**config.mk**
```make
export PLATFORM = sky130hd
export DESIGN_NAME = muldiv_sequencer
export DESIGN_NICKNAME = d
export VERILOG_FILES = /design/src/rtl/muldiv_sequencer.sv
export SDC_FILE = /design/constraint.sdc
export NUM_CORES = 1
export LEC_CHECK = 0
export ABC_AREA = 1
export CORE_MARGIN = 2
export CORE_UTILIZATION = 25
export DETAILED_ROUTE_END_ITERATION = 8
export PLACE_DENSITY_LB_ADDON = 0.08
export SLEW_MARGIN = 20
export SYNTH_ARGS = -nofsm -noshare
export SYNTH_HDL_FRONTEND = slang
export SYNTH_SLANG_ARGS = --single-unit
```
**constraint.sdc**
```tcl
create_clock -name clk -period 6.4 [get_ports clk]
set_clock_uncertainty 0.05 [all_clocks]
set_input_delay 1.28 -clock clk [delete_from_list [all_inputs] [get_ports clk]]
set_output_delay 1.28 -clock clk [all_outputs]
set_load 0.05 [all_outputs]
```
**src/rtl/muldiv_sequencer.sv**
```systemverilog
// rtl/muldiv_sequencer.sv - iterative multiply/divide sequencer owning HI/LO (optional MULDIV_EARLY_OUT_EN)
module muldiv_sequencer #(
  parameter int WIDTH = 32,
  parameter int CNT_W = 6
) (
  input  logic             clk,
  input  logic             reset,
  input  logic             issue,
  input  logic [5:0]       funct,
  input  logic             flush,
  input  logic [WIDTH-1:0] rs_data,
  input  logic [WIDTH-1:0] rt_data,
  output logic [WIDTH-1:0] rdata,
  output logic             stall,
  output logic             busy,
  output logic             done,
  output logic             div_zero,
  output logic [WIDTH-1:0] hi,
  output logic [WIDTH-1:0] lo
);

  typedef enum logic [1:0] {S_IDLE, S_MUL, S_DIV, S_FIX} state_t;

  state_t             state_q, state_d;
  logic [CNT_W-1:0]   cnt_q, cnt_d;
  logic [WIDTH-1:0]   a_q, a_d;       // multiplicand or divisor magnitude
  logic [WIDTH-1:0]   acc_q, acc_d;   // product high half or partial remainder
  logic [WIDTH-1:0]   mq_q, mq_d;     // multiplier/product low half or dividend/quotient
  logic               neg_q, neg_d;   // negate product or quotient in FIX
  logic               neg_rem_q, neg_rem_d;
  logic               is_div_q, is_div_d;
  logic               dz_q, dz_d;
  logic [WIDTH-1:0]   hi_q, hi_d;
  logic [WIDTH-1:0]   lo_q, lo_d;
  logic               done_q, done_d;
  logic               div_zero_q, div_zero_d;

  logic               is_mov, is_md, op_signed, op_div, accept;
  logic               a_neg, b_neg;
  logic [WIDTH-1:0]   a_mag, b_mag;
  logic [WIDTH:0]     mul_sum;
  logic [WIDTH-1:0]   mul_acc, mul_mq;
  logic [WIDTH:0]     div_trial;
  logic               div_ok;
  logic [WIDTH-1:0]   div_rem, div_quo;
  logic [2*WIDTH-1:0] prod_fix;
  logic [WIDTH-1:0]   quo_fix, rem_fix;
`ifdef MULDIV_EARLY_OUT_EN
  logic [WIDTH-1:0]   rest_mask;
  logic [2*WIDTH-1:0] early_prod;
`endif

  // Instruction decode, operand magnitudes and the per-step datapath.
  always_comb begin
    is_mov    = (funct[5:2] == 4'b0100);
    is_md     = (funct[5:2] == 4'b0110);
    op_signed = ~funct[0];
    op_div    = funct[1];
    accept    = issue & ~busy & ~flush;
    a_neg     = op_signed & rs_data[WIDTH-1];
    b_neg     = op_signed & rt_data[WIDTH-1];
    a_mag     = a_neg ? -rs_data : rs_data;
    b_mag     = b_neg ? -rt_data : rt_data;

    mul_sum   = {1'b0, acc_q} + (mq_q[0] ? {1'b0, a_q} : {(WIDTH+1){1'b0}});
    mul_acc   = mul_sum[WIDTH:1];
    mul_mq    = {mul_sum[0], mq_q[WIDTH-1:1]};

    div_trial = {acc_q, mq_q[WIDTH-1]} - {1'b0, a_q};
    div_ok    = ~div_trial[WIDTH];
    div_rem   = div_ok ? div_trial[WIDTH-1:0] : {acc_q[WIDTH-2:0], mq_q[WIDTH-1]};
    div_quo   = {mq_q[WIDTH-2:0], div_ok};

    prod_fix  = neg_q ? -{acc_q, mq_q} : {acc_q, mq_q};
    quo_fix   = neg_q ? -mq_q : mq_q;
    rem_fix   = neg_rem_q ? -acc_q : acc_q;
`ifdef MULDIV_EARLY_OUT_EN
    // Low cnt_q bits of the shifted pair still hold unconsumed multiplier bits.
    rest_mask  = ~({WIDTH{1'b1}} << cnt_q);
    early_prod = {mul_acc, mul_mq} >> cnt_q;
`endif
  end

  // Next-state and HI/LO update logic for the sequencer FSM.
  always_comb begin
    state_d    = state_q;
    cnt_d      = cnt_q;
    a_d        = a_q;
    acc_d      = acc_q;
    mq_d       = mq_q;
    neg_d      = neg_q;
    neg_rem_d  = neg_rem_q;
    is_div_d   = is_div_q;
    dz_d       = dz_q;
    hi_d       = hi_q;
    lo_d       = lo_q;
    done_d     = 1'b0;
    div_zero_d = div_zero_q;

    case (state_q)
      S_IDLE: begin
        if (accept && is_md) begin
          a_d        = op_div ? b_mag : a_mag;
          mq_d       = op_div ? a_mag : b_mag;
          acc_d      = '0;
          neg_d      = a_neg ^ b_neg;
          neg_rem_d  = a_neg;
          is_div_d   = op_div;
          dz_d       = op_div & (rt_data == '0);
          cnt_d      = CNT_W'(WIDTH - 1);
          div_zero_d = 1'b0;
          state_d    = op_div ? S_DIV : S_MUL;
        end else if (accept && is_mov && funct[0]) begin
          if (funct[1]) lo_d = rs_data;
          else          hi_d = rs_data;
        end
      end
      S_MUL: begin
        acc_d = mul_acc;
        mq_d  = mul_mq;
        cnt_d = cnt_q - CNT_W'(1);
        if (cnt_q == '0) state_d = S_FIX;
`ifdef MULDIV_EARLY_OUT_EN
        if ((mul_mq & rest_mask) == '0) begin
          {acc_d, mq_d} = early_prod;
          state_d       = S_FIX;
        end
`endif
      end
      S_DIV: begin
        if (dz_q) begin
          state_d = S_FIX;
        end else begin
          acc_d = div_rem;
          mq_d  = div_quo;
          cnt_d = cnt_q - CNT_W'(1);
          if (cnt_q == '0) state_d = S_FIX;
        end
      end
      S_FIX: begin
        state_d = S_IDLE;
        done_d  = 1'b1;
        if (dz_q) begin
          div_zero_d = 1'b1;
        end else if (is_div_q) begin
          lo_d = quo_fix;
          hi_d = rem_fix;
        end else begin
          {hi_d, lo_d} = prod_fix;
        end
      end
      default: state_d = S_IDLE;
    endcase

    // A squash abandons the in-flight op without touching architectural state.
    if (flush && (state_q != S_IDLE)) begin
      state_d    = S_IDLE;
      done_d     = 1'b0;
      hi_d       = hi_q;
      lo_d       = lo_q;
      div_zero_d = div_zero_q;
    end
  end

  // State register with asynchronous reset.
  always_ff @(posedge clk or posedge reset) begin
    if (reset) begin
      state_q    <= S_IDLE;
      cnt_q      <= '0;
      a_q        <= '0;
      acc_q      <= '0;
      mq_q       <= '0;
      neg_q      <= 1'b0;
      neg_rem_q  <= 1'b0;
      is_div_q   <= 1'b0;
      dz_q       <= 1'b0;
      hi_q       <= '0;
      lo_q       <= '0;
      done_q     <= 1'b0;
      div_zero_q <= 1'b0;
    end else begin
      state_q    <= state_d;
      cnt_q      <= cnt_d;
      a_q        <= a_d;
      acc_q      <= acc_d;
      mq_q       <= mq_d;
      neg_q      <= neg_d;
      neg_rem_q  <= neg_rem_d;
      is_div_q   <= is_div_d;
      dz_q       <= dz_d;
      hi_q       <= hi_d;
      lo_q       <= lo_d;
      done_q     <= done_d;
      div_zero_q <= div_zero_d;
    end
  end

  // Output mapping; stall holds the pipeline whenever an op arrives while busy.
  always_comb begin
    busy     = (state_q != S_IDLE);
    stall    = issue & busy;
    done     = done_q;
    div_zero = div_zero_q;
    hi       = hi_q;
    lo       = lo_q;
    rdata    = funct[1] ? lo_q : hi_q;
  end

endmodule

```
-- Word level (Yosys, flattened, before mapping)
Index checks and enable logic that the tools add are counted.
- bits in latches: 0
- input port bits: 74
- flip-flop bits (word level): 174
- memory bits (writable): 0
- word-level logic and storage cells: 104
- memory bits (read-only): 0
- memories: 0
- $lt $le $gt $ge: 0
- divide/modulo/power cells: 0
- multiply operators: 0
- bitwise operators: 12
- reduce and logical (&&, ||, !) cells: 15
- add/subtract/negate cells: 8
- eq/ne operators: 14
- shift operators: 0
- mux-type cells: 42
- operators by type and width (kind ; count):
    $mux 32 ; 23
    $pmux 32 s3 ; 2
    $neg 32->32 ; 4
    $pmux 32 s2 ; 2
    $mux 64 ; 1
    $neg 64->64 ; 1
    $add 32x32->33 ; 1
    $sub 33x32->33 ; 1
    $logic_not 32->1 ; 1
    $pmux 6 s3 ; 1
    $ne 2x2->1 const B ; 8
    $mux 6 ; 2
    $reduce_and 6->1 ; 2
    $mux 2 ; 5
    $eq 4x3->1 const B ; 2
    $pmux 2 s4 ; 1
    $and 1x1->1 ; 6
    $logic_not 6->1 ; 1
    $sub 6x1->6 const B ; 1
    $not 1->1 ; 5
    $eq 2x2->1 const B ; 2
    $logic_and 1x1->1 ; 4
    $mux 1 ; 4
    $reduce_and 4->1 ; 1
    9 further kinds ; 10

-- Depth between registers and ports, before layout
- depth after elaboration: 9
- gate-level depth with buffers: 22

-- Worst setup path before layout
No wires, ideal clock.
- path kind: input port to output port
- start point: in funct[1]
- end point: out rdata[14]
- path buffers: 3
- setup slack: 2.133 ns
- stages on the path: 4
- data arrival time: 2.937 ns
- cells stage by stage: clkbuf_1 -> clkbuf_1 -> clkbuf_1 -> o21ai_0
- word-level cells in the longest chain between the ends: 1
- ends and longest elaborated chain (element ; line ; source):
    start, declared ; 9 ; input logic [5:0] funct,
    $mux 32 ; 206 ; rdata = funct[1] ? lo_q : hi_q;
    end, declared ; 13 ; output logic [WIDTH-1:0] rdata,
No other way between the ends.

-- Worst setup path in the final report
- start point: in funct[1]
- end point: out rdata[25]
Same word-level chain as after synthesis.

==> impl_metrics.csv <==
group,metric,value,unit
status,status,"finished, violations left",
status,violations,"design-rule violations",
floorplanning,die-area,76200,sq um
detailed_routing,viasPerCell,5.063,
sta,hold_violations,0,
cts,clk_pin_slew_worst_paths,0.08,ns
cells_and_area,fin_util,29.78,%
yosys,yosysTopAreaCellShare,23.53,%
yosys,syn-num-nets,3389,
cts,clockRootBuffer,"clkbuf_16",
cts,hold_buffers,0,
cells_and_area,area_delta_synth_final,17.63,%
sta,rsz0062_at_grt,"false",
setup_path,crit_path_end_kind,"output port",
cts,htreeDepth,4,
yosys,yosysWarnings,0,
yosys,yosys-top-cells-area,"dfrtp_1 24%, nand2_1 23%, inv_1 8.7%",
floorplanning,rows,99,
cts,ctsResizeCount,0,
cts,cts_tree,"yes",
yosys,synth_top_area_cell,"dfrtp_1",
detailed_routing,drcViolationCount,8,
sta,tns,0,ns
detailed_routing,wl_per_cell,22.86,microns
setup_path,crit_type,"in2out",
cts,clock_path_buffers,2,
grt,grt_usage,25.57,%
yosys,ys_seq_area_share,23.53,%
sta,min_period,4.905,ns
floorplanning,fp.dieW,276.0,microns
floorplanning,floorplan.initialDensity,25.32,%
setup_path,r2r_slack,2.56,ns
sta,period_share,76.64,%
setup_path,cp.required,5.07,ns
cts,numCtsBuffers,17,
yosys,synthCells,3237,
detailed_routing,drt_iter0_drc,2198,
sta,slew_headroom,28.40,%
yosys,avgSynthCellArea,5.716,sq um
worst_hold_path,min_path_type,"reg2reg",
yosys,async_flop_share,100.0,%
setup_path,cp_slowest_stage_delay,0.84,ns
detailed_routing,drt-pass1-iter-count,8,
setup_path,worstPathArrival,3.57,ns
floorplanning,die_y,276.0,microns
setup_path,path_max_fanout,39,
sta,worstMarginPinSlew,1.074,ns
setup_path,path_cells,"buf_2 -> inv_2 -> o21ai_0 -> clkdlybuf4s50_1",
cells_and_area,stdcell_area,21760,sq um
detailed_routing,wl,98810,microns
setup_path,cp-start-kind,"primary input",
cts,cts_setup_buffers,0,
pwr,leakage,11.27,nW
grt,grt_pass1_wl,144500,microns
cts,clkSinkCount,174,
place,placed_cell_area,21150,sq um
sta,max_freq,203.9,MHz
detailed_routing,postRouteAntennaNets,0,
pwr,ir_drop,0.0003658,V
cells_and_area,post_route_cells_drive_above_1_share,2.826,%
yosys,synthFlopType,"dfrtp_1",
floorplanning,ios,174,
pwr,powerDensity,442.3,nW/um^2
grt,grt_overflow,0,
place,gp_congestion,0.9536,
yosys,syn_area,18500,sq um
grt,grt_antenna_before_repair,1,
detailed_routing,vias,21882,
grt,grt_pass1_vias,21045,
job,cap_violations,0,
yosys,synth-edff-count,0,
cts,clk_latency,0.50,ns
sta,setup_viol,0,
grt,grt_max_degree,106,
yosys,ys_ff_latch,174,
place,numPortBuffers,173,
cells_and_area,fin_nets,3501,
pwr,finalPower,9.626,mW
floorplanning,coreArea,73080,sq um
setup_path,slowest_stage,"clkdlybuf4s50_1",
place,dp_hpwl,82000,microns
sta,maxSlewViolCount,0,
yosys,ys_types,48,
[cells in the final DEF, fill, tap and decap left out, types with 11 or more instances in the layout]
cell and count:
nand2_1 1151, inv_1 427, nor2_1 377, nand3_1 288, dfrtp_1 173, clkdlybuf4s50_1 172, o21ai_0 151, a21oi_1 132
ha_1 75, nor3_1 39, nand4_1 38, xor2_1 36, o22ai_1 33, o211ai_1 29, nand3b_1 20, buf_4 20
a22oi_1 19, o221ai_1 18, clkbuf_16 17, o21bai_1 16, xnor2_1 15, a31oi_1 15, nand2_2 11
[Yosys cell counts (2+ instances only)]
cell type,number
clkinv_1,6
nand3b_1,20
a21o_1,5
buf_2,16
clkbuf_1,61
o211ai_1,29
o221ai_1,18
a31oi_1,15
nand3_2,2
inv_1,428
nor4_1,5
nor2_2,5
buf_6,3
nor2_1,377
o21ai_1,5
nor3_2,3
o31ai_1,4
or2_2,9
a21oi_1,132
and2_1,4
o21ai_0,151
nand3_1,288
o21a_1,5
nand4_1,38
nor3_1,39
o21bai_1,16
dfrtp_1,174
buf_1,12
xnor2_1,15
fa_1,2
xor2_1,36
a22oi_1,19
o22ai_1,33
nor2_4,2
ha_1,76
buf_4,8
inv_2,5
nand2_1,1151
nand2_2,11
[cell type report]
| class | count | area, sq um |
|---|---|---|
| antenna | 1 | 2.502 |
| clock buffer | 19 | 432.9 |
| clock inverter | 13 | 181.4 |
| fill | 8376 | 51320 |
| inverter | 439 | 1655 |
| multi-input combinational | 2524 | 12060 |
| sequential | 174 | 4355 |
| tap | 959 | 1200 |
| timing repair buffer | 193 | 1877 |
[cells by family (layout without fill, tap and decap cells)]
family	Yosys count	in the layout	synth area share [%]
AOI/OAI and AO/OA	437	437	13.66
xor gates and xnor gates	51	51	2.414
other	0	1	0
and+or+nand+nor	1958	1958	43.71
DFF	174	174	23.53
buffers and inverters	539	664	11.33
adders and majority gates	78	78	5.356
[registers in the layout, summed over array words and instances, names as in the netlist]
| signal | count |
|---|---|
| a_q | 32 |
| acc_q | 32 |
| hi | 32 |
| lo | 32 |
| mq_q | 32 |
| cnt_q | 6 |
| state_q | 2 |
| div_zero | 1 |
| done | 1 |
| dz_q | 1 |
| is_div_q | 1 |
| neg_q | 1 |
| neg_rem_q | 1 |
[critical path, delay by kind of cell]
kind            cells  cell delay (ns)
compound gates      1             0.31
buf+inv             3             1.94
[worst paths after layout]
kind,cells past startpoint,end,startpoint
worst max-delay path,4,rdata[25],funct[1]
worst min-delay path,2,div_zero,div_zero
max in group asynchronous,3,mq_q[0],reset
worst max register to register,18,acc_q[29],mq_q[0]
min in group asynchronous,2,lo[4],reset
worst min register to register,2,div_zero,div_zero
[power breakdown]
part	total (mW)	internal [mW]	switching [mW]
registers	2.16	1.52	0.637
clock network	1.14	0.593	0.549
logic	6.33	1.82	4.50
total	9.63	3.94	5.69
[routing by layer]
metal / GRT usage (%) / up-vias / share of wire (%) / wire (microns)
li1: - / 10590 / - / -
met5: 0 / - / 0 / 0
met4: 9.724 / 0 / 3.8 / 3716
met3: 3.972 / 110 / 6.3 / 6212
met1: 36.77 / 10402 / 48 / 47330
met2: 38.20 / 780 / 42 / 41550
[per-stage QoR]
stage          cells  worst slack, ns  hold slack, ns
2_1_floorplan   3237           0.3532          0.4225
3_3_place_gp    4289            1.506          0.4314
3_5_place_dp    4289            1.467          0.4390
4_1_cts         4321            1.465          0.4585
5_1_grt         4321            1.229          0.4935
6_report        4322            1.495          0.4497
(Power assumes the default switching activity.)
